[config.mk]
export PLATFORM = sky130hd
export DESIGN_NAME = mul_prec_scheduler
export DESIGN_NICKNAME = d
export VERILOG_FILES = /design/src/rtl/mul_prec_scheduler.sv
export SDC_FILE = /design/constraint.sdc
export NUM_CORES = 1
export LEC_CHECK = 0
export ABC_AREA = 0
export BUFFER_PORTS_ARGS = -buffer_cell sky130_fd_sc_hd__buf_2
export CORE_MARGIN = 4
export CORE_UTILIZATION = 51
export DETAILED_ROUTE_END_ITERATION = 8
export HOLD_SLACK_MARGIN = 0.02
export PLACE_DENSITY = 0.92
export SYNTH_ARGS = -nofsm -noshare
export SYNTH_HDL_FRONTEND = slang
export SYNTH_SLANG_ARGS = --single-unit
[constraint.sdc]
create_clock -name clk -period 3.77 [get_ports clk]
set_input_delay 0.377 -clock clk [delete_from_list [all_inputs] [get_ports clk]]
set_output_delay 0.377 -clock clk [all_outputs]
set_load 0.05 [all_outputs]
[src/rtl/mul_prec_scheduler.sv]
// Issue scheduler for a multi-precision multiplier: round-robin arbitration with a
// completion table that prevents two operations from exiting in the same cycle.
module mul_prec_scheduler #(
    parameter int unsigned NREQ  = 2,
    parameter int unsigned WIDTH = 16,
    parameter int unsigned LAT4  = 2,
    parameter int unsigned LAT8  = 3,
    parameter int unsigned LAT16 = 5,
    localparam int unsigned IDW  = (NREQ > 1) ? $clog2(NREQ) : 1
) (
    input  logic                    clk,
    input  logic                    rst,
    input  logic [NREQ-1:0]         req_valid,
    output logic [NREQ-1:0]         req_ready,
    input  logic [NREQ*WIDTH-1:0]   req_a,
    input  logic [NREQ*WIDTH-1:0]   req_b,
    input  logic [NREQ*2-1:0]       req_prec,
    output logic                    mul_in_valid,
    output logic [WIDTH-1:0]        mul_a,
    output logic [WIDTH-1:0]        mul_b,
    input  logic                    mul_out4_valid,
    input  logic [7:0]              mul_p4,
    input  logic                    mul_out8_valid,
    input  logic [15:0]             mul_p8,
    input  logic                    mul_out16_valid,
    input  logic [31:0]             mul_p16,
    output logic                    rsp_valid,
    output logic [IDW-1:0]          rsp_id,
    output logic [1:0]              rsp_prec,
    output logic [31:0]             rsp_data,
    output logic                    busy,
    output logic [31:0]             perf_issue_cnt,
    output logic [31:0]             perf_conflict_cnt
);

    function automatic int unsigned lat_of(input logic [1:0] p);
        case (p)
            2'd0:    return LAT4;
            2'd1:    return LAT8;
            default: return LAT16;
        endcase
    endfunction

    function automatic logic [WIDTH-1:0] zext_op(input logic [WIDTH-1:0] x, input logic [1:0] p);
        case (p)
            2'd0:    return WIDTH'(x[3:0]);
            2'd1:    return WIDTH'(x[7:0]);
            default: return x;
        endcase
    endfunction

    // Table slot k holds the operation that exits the multiplier k cycles from now.
    function automatic logic slot_busy(input logic [LAT16-1:0] v, input int unsigned l);
        slot_busy = 1'b0;
        for (int unsigned k = 0; k < LAT16; k++) begin
            if (v[k] && k == l) slot_busy = 1'b1;
        end
    endfunction

    logic [IDW-1:0]   ptr_q;
    logic [LAT16-1:0] tbl_vld_q, tbl_vld_d;
    logic [IDW-1:0]   tbl_id_q   [LAT16];
    logic [IDW-1:0]   tbl_id_d   [LAT16];
    logic [1:0]       tbl_prec_q [LAT16];
    logic [1:0]       tbl_prec_d [LAT16];
    logic             rsp_valid_q;
    logic [IDW-1:0]   rsp_id_q;
    logic [1:0]       rsp_prec_q;
    logic [31:0]      rsp_data_q;
    logic [31:0]      issue_cnt_q, conflict_cnt_q;

    logic [NREQ-1:0]  eligible, grant;
    logic [IDW-1:0]   gnt_idx;
    logic             found, issue;
    logic [WIDTH-1:0] sel_a, sel_b;
    logic [1:0]       sel_prec;
    logic [31:0]      cmp_data;

    always_comb begin
        for (int unsigned i = 0; i < NREQ; i++) begin
            eligible[i] = req_valid[i] && !slot_busy(tbl_vld_q, lat_of(req_prec[i*2 +: 2]));
        end
    end

    // Scan from the pointer, granting the first eligible requester.
    always_comb begin
        grant   = '0;
        gnt_idx = '0;
        found   = 1'b0;
        for (int unsigned k = 0; k < NREQ; k++) begin
            for (int unsigned i = 0; i < NREQ; i++) begin
                if (!found && !rst && eligible[i] && i == (32'(ptr_q) + k) % NREQ) begin
                    found    = 1'b1;
                    grant[i] = 1'b1;
                    gnt_idx  = IDW'(i);
                end
            end
        end
    end

    always_comb begin
        sel_a    = '0;
        sel_b    = '0;
        sel_prec = '0;
        for (int unsigned i = 0; i < NREQ; i++) begin
            if (grant[i]) begin
                sel_a    = req_a[i*WIDTH +: WIDTH];
                sel_b    = req_b[i*WIDTH +: WIDTH];
                sel_prec = req_prec[i*2 +: 2];
            end
        end
    end

    assign issue        = |grant;
    assign req_ready    = grant;
    assign mul_in_valid = issue;
    assign mul_a        = zext_op(sel_a, sel_prec);
    assign mul_b        = zext_op(sel_b, sel_prec);

    always_comb begin
        for (int unsigned k = 0; k < LAT16 - 1; k++) begin
            tbl_vld_d[k]  = tbl_vld_q[k+1];
            tbl_id_d[k]   = tbl_id_q[k+1];
            tbl_prec_d[k] = tbl_prec_q[k+1];
        end
        tbl_vld_d[LAT16-1]  = 1'b0;
        tbl_id_d[LAT16-1]   = '0;
        tbl_prec_d[LAT16-1] = '0;
        for (int unsigned k = 0; k < LAT16; k++) begin
            if (issue && k + 1 == lat_of(sel_prec)) begin
                tbl_vld_d[k]  = 1'b1;
                tbl_id_d[k]   = gnt_idx;
                tbl_prec_d[k] = sel_prec[1] ? 2'd2 : sel_prec;
            end
        end
    end

    // A missing exit valid still retires the entry, with zero data.
    always_comb begin
        case (tbl_prec_q[0])
            2'd0:    cmp_data = mul_out4_valid  ? 32'(mul_p4) : '0;
            2'd1:    cmp_data = mul_out8_valid  ? 32'(mul_p8) : '0;
            default: cmp_data = mul_out16_valid ? mul_p16     : '0;
        endcase
    end

    always_ff @(posedge clk) begin
        if (rst) begin
            ptr_q          <= '0;
            tbl_vld_q      <= '0;
            for (int unsigned k = 0; k < LAT16; k++) begin
                tbl_id_q[k]   <= '0;
                tbl_prec_q[k] <= '0;
            end
            rsp_valid_q    <= 1'b0;
            rsp_id_q       <= '0;
            rsp_prec_q     <= '0;
            rsp_data_q     <= '0;
            issue_cnt_q    <= '0;
            conflict_cnt_q <= '0;
        end else begin
            tbl_vld_q <= tbl_vld_d;
            for (int unsigned k = 0; k < LAT16; k++) begin
                tbl_id_q[k]   <= tbl_id_d[k];
                tbl_prec_q[k] <= tbl_prec_d[k];
            end
            if (issue) begin
                ptr_q       <= (gnt_idx == IDW'(NREQ - 1)) ? '0 : gnt_idx + IDW'(1);
                issue_cnt_q <= issue_cnt_q + 32'd1;
            end else if (|req_valid) begin
                conflict_cnt_q <= conflict_cnt_q + 32'd1;
            end
            rsp_valid_q <= tbl_vld_q[0];
            rsp_id_q    <= tbl_vld_q[0] ? tbl_id_q[0]   : '0;
            rsp_prec_q  <= tbl_vld_q[0] ? tbl_prec_q[0] : '0;
            rsp_data_q  <= tbl_vld_q[0] ? cmp_data      : '0;
        end
    end

    assign rsp_valid         = rsp_valid_q && !rst;
    assign rsp_id            = rst ? '0 : rsp_id_q;
    assign rsp_prec          = rst ? '0 : rsp_prec_q;
    assign rsp_data          = rst ? '0 : rsp_data_q;
    assign busy              = !rst && ((|tbl_vld_q) || rsp_valid_q);
    assign perf_issue_cnt    = rst ? '0 : issue_cnt_q;
    assign perf_conflict_cnt = rst ? '0 : conflict_cnt_q;

endmodule
Yosys cells after proc, flatten, opt, wreduce, memory -nomap -nowiden
Memories as Yosys holds them, arrays and structs flattened. A register that Yosys moved wholly into a read port is not among the register bits.
Index checks and enable logic that the tools add are counted.
- register bits after elaboration: 105
- memory bits (writable): 15
- latch bits: 0
- logic and storage cells: 160
- memories kept: 2
- ROM bits: 0
- input port bits: 131
- reduce and logical (&&, ||, !) cells: 50
- div/mod/pow operators: 0
- $mul: 0
- add/subtract/negate cells: 4
- magnitude comparators: 0
- mux-type cells: 68
- bitwise logic cells: 12
- eq/ne operators: 17
- shifts and indexed selects: 0
- memories (memory ; depth ; width ; rd ports ; clocked after memory_dff ; wr ports ; line ; RTL):
    tbl_prec_q ; 5 ; 2 ; 5 ; 0 ; 5 ; 64 ; logic [1:0] tbl_prec_q [LAT16];
    tbl_id_q ; 5 ; 1 ; 5 ; 1 ; 5 ; 62 ; logic [IDW-1:0] tbl_id_q [LAT16];
- operators with widths (kind ; count):
    equality test 2 x 32 -> 1 bit, first input constant ; 6
    equality test 3 x 32 -> 1 bit, first input constant ; 4
    zero test 32 bit ; 4
    two-way mux 32 bit ; 4
    equality test 1 x 32 -> 1 bit, first input constant ; 3
    two-way mux 16 bit ; 5
    adder 32 x 1 -> 32 bit, second input constant ; 2
    one-hot mux 16 bit (2 select lines) ; 2
    one-hot mux 32 bit (2 select lines) ; 1
    two-way mux 1 bit ; 38
    logical AND 1 bit ; 30
    two-way mux 2 bit ; 14
    one-hot mux 3 bit (2 select lines) ; 3
    OR 1 bit ; 10
    equality test 2 x 1 -> 1 bit, second input constant ; 4
    zero test 2 bit ; 4
    two-way mux 8 bit ; 1
    zero test 1 bit ; 6
    OR reduction 2 bit ; 3
    OR reduction 5 bit ; 1
    adder 1 bit, second input constant ; 2
    NOT 1 bit ; 2
    AND reduction 2 bit ; 1
    logical OR 1 bit ; 1

Depth between registers and ports, before layout
- depth in word-level cells: 36
- depth in mapped cells: 8
- mapped depth without buffers: 6

Worst setup path before layout
No wires, ideal clock.
- kind: input to output
- from: input rst
- to: output mul_a[14]
- path slack: 710 ps
- buffers on the path: 2
- arrival time: 2683 ps
- stages on the path: 7
- cells stage by stage: and2b_1 -> o21a_1 -> buf_2 -> a21oi_1 -> clkbuf_1 -> a22oi_1 -> nor2_1
- elaborated cells between the ends (all ways): 28
- classes of those cells: eq/ne: 1; mux: 11; reduce/logical: 16
- RTL lines (item ; line ; RTL):
    start, declared ; 12 ; input logic rst,
    zero test 1 bit (*) ; 92 ; if (!found && !rst && eligible[i] && i == (32'(ptr_q) + k) % NREQ) begin
    logical AND 1 bit (2 in a row) ; 92 ;
    two-way mux 1 bit ; 92 ;
    zero test 1 bit ; 92 ;
    logical AND 1 bit (3 in a row) ; 92 ;
    two-way mux 1 bit ; 92 ;
    zero test 1 bit ; 92 ;
    logical AND 1 bit (3 in a row) ; 92 ;
    two-way mux 1 bit (*) ; 92 ;
    via req_ready[0] ; 14 ; output logic [NREQ-1:0] req_ready,
    two-way mux 2 bit (2 in a row) ; 106 ; if (grant[i]) begin
    equality test 2 x 1 -> 1 bit / zero test 2 bit (equally long branches) ; 45 ; case (p)
    one-hot mux 16 bit (2 select lines) (*) ; 45 ;
    end, declared ; 19 ; output logic [WIDTH-1:0] mul_a,
Mark *: on every way through the listed nets, which the timed path passes. The rest lies on a longest branch.

Final worst setup path
- from: register tbl_vld_q[2]
- to: output mul_a[7]
- cells in the longest elaborated chain, start to end: 27
- elaborated cells between the ends (all ways): 39
- classes of those cells: eq/ne: 1; mux: 17; reduce/logical: 21
- RTL lines (item ; line ; RTL):
    start, declared ; 61 ; logic [LAT16-1:0] tbl_vld_q, tbl_vld_d;
    start signal, assigned ; 162 ; tbl_vld_q <= tbl_vld_d;
    logical AND 1 bit ; 56 ; if (v[k] && k == l) slot_busy = 1'b1;
    two-way mux 1 bit (3 in a row) ; 56 ;
    zero test 1 bit ; 81 ; eligible[i] = req_valid[i] && !slot_busy(tbl_vld_q, lat_of(req_prec[i*2 +: 2]));
    logical AND 1 bit ; 81 ;
    logical AND 1 bit (2 in a row) ; 92 ;
    two-way mux 1 bit ; 92 ;
    zero test 1 bit ; 92 ;
    logical AND 1 bit (3 in a row) ; 92 ;
    [... 2 more ...] ; -- ;
    logical AND 1 bit (3 in a row) ; 92 ;
    two-way mux 1 bit ; 92 ;
    zero test 1 bit ; 92 ;
    logical AND 1 bit (3 in a row) ; 92 ;
    two-way mux 1 bit ; 92 ;
    two-way mux 2 bit ; 106 ;
    equality test 2 x 1 -> 1 bit / zero test 2 bit (equally long branches) ; 45 ;
    one-hot mux 16 bit (2 select lines) (*) ; 45 ;
Mark *: on every way between the ends. The rest lies on a longest branch, timed or not.

==> impl_metrics.yaml <==
status:
  status: "completed"
critical_path:
  cp_data_required_time_ns: 3.39
  endpoint: "mul_a[7]"
  r2r_setup_slack_ns: 1.18
  endpoint_kind: "output pin"
  r2r_start: "tbl_vld_q[2]$_SDFF_PP0_"
  crit_type: "reg -> out"
  worstPathArrival_ns: 2.75
  worst_setup_path_start_kind: "flip-flop"
  crit_path_start: "tbl_vld_q[2]$_SDFF_PP0_"
  ff2ff_path_depth: 5
  r2r_end: "conflict_cnt_q[27]$_SDFFE_PP0P_"
  critPathMaxFanout: 16
timing:
  fin_crit_sh_pct: 82.9
  setup_viol: 0
  relSlewSlack_pct: 18.4
  max_freq_mhz: 320
  drv_slew: 0
  worst_pin_slew_ns: 1.22
  skew_ns: 0.00940
  period_needed_ns: 3.12
  layout_setup_ws_ns: 0.645
  grt_setup_unrepaired: "false"
  tns_ns: 0
  final_hold_viol_count: 0
clock_network:
  cts_root_buf: "clkbuf_16"
  clk_latency_ns: 0.41
  clk_pin_slew_ns: 0.06
  clock-sinks: 121
  cts_buffers: 17
  ctsLongestPathBuffers: 2
  post_cts_resize_count: 0
  cts_setup_buffers: 0
  cts_tree: "built"
  h-tree-depth: 4
  cts_hold_buf: 0
die:
  rows: 39
  die_h_um: 117
  core-area_sq_um: 11500
  start_util_pct: 52.5
  fp.dieW_um: 117
  fp.dieArea_sq_um: 13600
  io_pins: 267
synthesis:
  synth_area_sq_um: 6020
  ys_types: 60
  yosysSeqAreaShare_pct: 40.2
  netlist_instances: 713
  async_reset_ff_share_pct: 0
  syn_nets: 846
  ys_warn_count: 0
  syn_area_per_cell_sq_um: 8.44
  synth_edf_count: 0
  synth-seq-cells: 121
  synth_ff_type: "dfxtp_1"
worst_hold_path:
  hold_path_class: "in -> reg"
placed_design:
  port_buffers: 266
  dp_hpwl_um: 13400
  dp_slack_ns: 0.843
  routabilityCongestion: 0.827
route:
  drt-pass1-iter-count: 6
  drtAntennaViolNets: 0
  vias_per_cell: 5.46
  routed-via-count: 6105
  wire_per_inst_um: 16.1
  routed_wl_um: 18000
  route.detailed.drc: 0
  drtIter0Drc: 501
layout:
  multi_input_comb_area_sq_um: 3350
  mostFrequentLayoutCells: "buf_2 (265), dfxtp_1 (121), nor2_1 (115), nor2b_1 (98)"
  nets: 1094
  layout_commonest_cell: "buf_2"
  drive_above_1_share_pct: 35.4
  seq_area_sq_um: 2420
  nFillCells: 875
  area_growth_pct: 34.0
global_routing:
  track_usage_pct: 25.0
  grt_pass1_wl_um: 26900
  antenna_found_initial: 3
  grt-ovfl-total: 0
  grt_pass1_vias: 5580
  grt_max_degree: 85
pwr:
  cellPowerDensity_nw_per_um2: 416
  peakVddDrop_v: 0.000377
  totalPowerFinal_uw: 3350
  p_leak_uw: 0.00364
run:
  drv_cap: 0
[layer usage]
layer  routed length (um)  global-route usage, %  part of all wire [%]  up-vias
met5                   26                      0                  0.14        -
met3                 1640                   8.65                   9.1       33
met2                 8810                   41.3                    49      256
met4                  331                   7.34                   1.8        4
met1                 7230                   30.9                    40     2828
li1                     -                      -                     -     2984
[where the power goes]
group | switching [uW] | internal (uW)
registers | 12.6 | 1300
logic | 222 | 113
clock network | 583 | 1130
[through the flow]
step	hold slack (ns)	area (sq um)	utilization [%]	std cells
after floorplan	0.406	6020	-	713
after global placement	0.411	7430	64.8	1085
after detailed placement	0.417	7430	64.8	1085
after CTS	0.175	8060	70.3	1116
after global routing	0.173	8060	70.3	1116
final	0.191	8070	70.3	1118
[cells by family after synthesis]
| group | share of synthesized area [%] |
|---|---|
| flops | 40.2 |
| mux | 4.80 |
| xor+xnor | 4.37 |
| fa+ha+maj | 0.416 |
| other cells | 0.0623 |
| buf+inv | 4.32 |
| compound gates | 14.3 |
| simple gates | 31.4 |
[critical path, cell delays in order, from the launching register on]
cell      delay (ns)
dfxtp_1         0.40
mux2i_1         0.17
o21ai_2         0.69
o211ai_1        0.27
and3_1          0.39
nor2_1          0.15
buf_2           0.27
[sequential cells by signal, summed over array words and instances (netlist names)]
register and cells:
rsp_valid_q 1, rsp_id_q 1, tbl_prec_q 10, rsp_prec_q 2
rsp_data_q 32, issue_cnt_q 32, conflict_cnt_q 32, ptr_q 1
tbl_vld_q 5, tbl_id_q 5
[cell type report]
type                            count  share of cell area, %
Tap cell                          143                   2.22
Sequential cell                   121                   30.0
Multi-Input combinational cell    526                   41.5
Clock buffer                       18                   5.44
Inverter                           19                  0.884
Antenna cell                        2                 0.0620
Timing Repair Buffer              276                   17.5
Clock inverter                     13                   2.42
[synthesized netlist by cell type (4+ instances only)]
library cell	number	share of area (%)
a222oi_1	8	1.3
or4_1	9	1.1
nor3_1	11	0.91
dfxtp_1	121	40
nor2b_1	98	10
nand3_1	27	2.2
nand2b_1	4	0.42
xor2_1	6	0.87
buf_2	4	0.33
xnor2_1	24	3.5
nand4_1	11	1.1
and2_1	5	0.52
a211oi_1	6	0.75
a22o_1	8	1.2
o211ai_1	4	0.50
inv_1	18	1.1
mux2_2	22	4.1
a21oi_1	18	1.5
o31ai_1	6	0.75
o21ai_0	6	0.50
clkbuf_1	38	2.4
nand2_1	32	2.0
and3_1	20	2.1
nor4_1	7	0.73
buf_1	4	0.25
nor2_1	115	7.2
a22oi_1	32	4.0
[how the worst min path moves through the flow]
stage / cells past startpoint / slack, ns / to / startpoint
6_report: 2 / 0.19 / rsp_data_q[28]$_SDFF_PP0_ / mul_p16[28]
5_1_grt: 2 / 0.17 / rsp_data_q[21]$_SDFF_PP0_ / mul_p16[21]
4_1_cts: 2 / 0.18 / rsp_data_q[28]$_SDFF_PP0_ / mul_p16[28]
3_5_place_dp: 1 / 0.42 / rsp_id_q$_SDFF_PP0_ / tbl_id_q[0]$_SDFF_PP0_
3_3_place_gp: 1 / 0.41 / rsp_id_q$_SDFF_PP0_ / tbl_id_q[0]$_SDFF_PP0_
2_1_floorplan: 1 / 0.41 / rsp_id_q$_SDFF_PP0_ / tbl_id_q[0]$_SDFF_PP0_
Note: power is estimated with default switching activity, not from simulation.
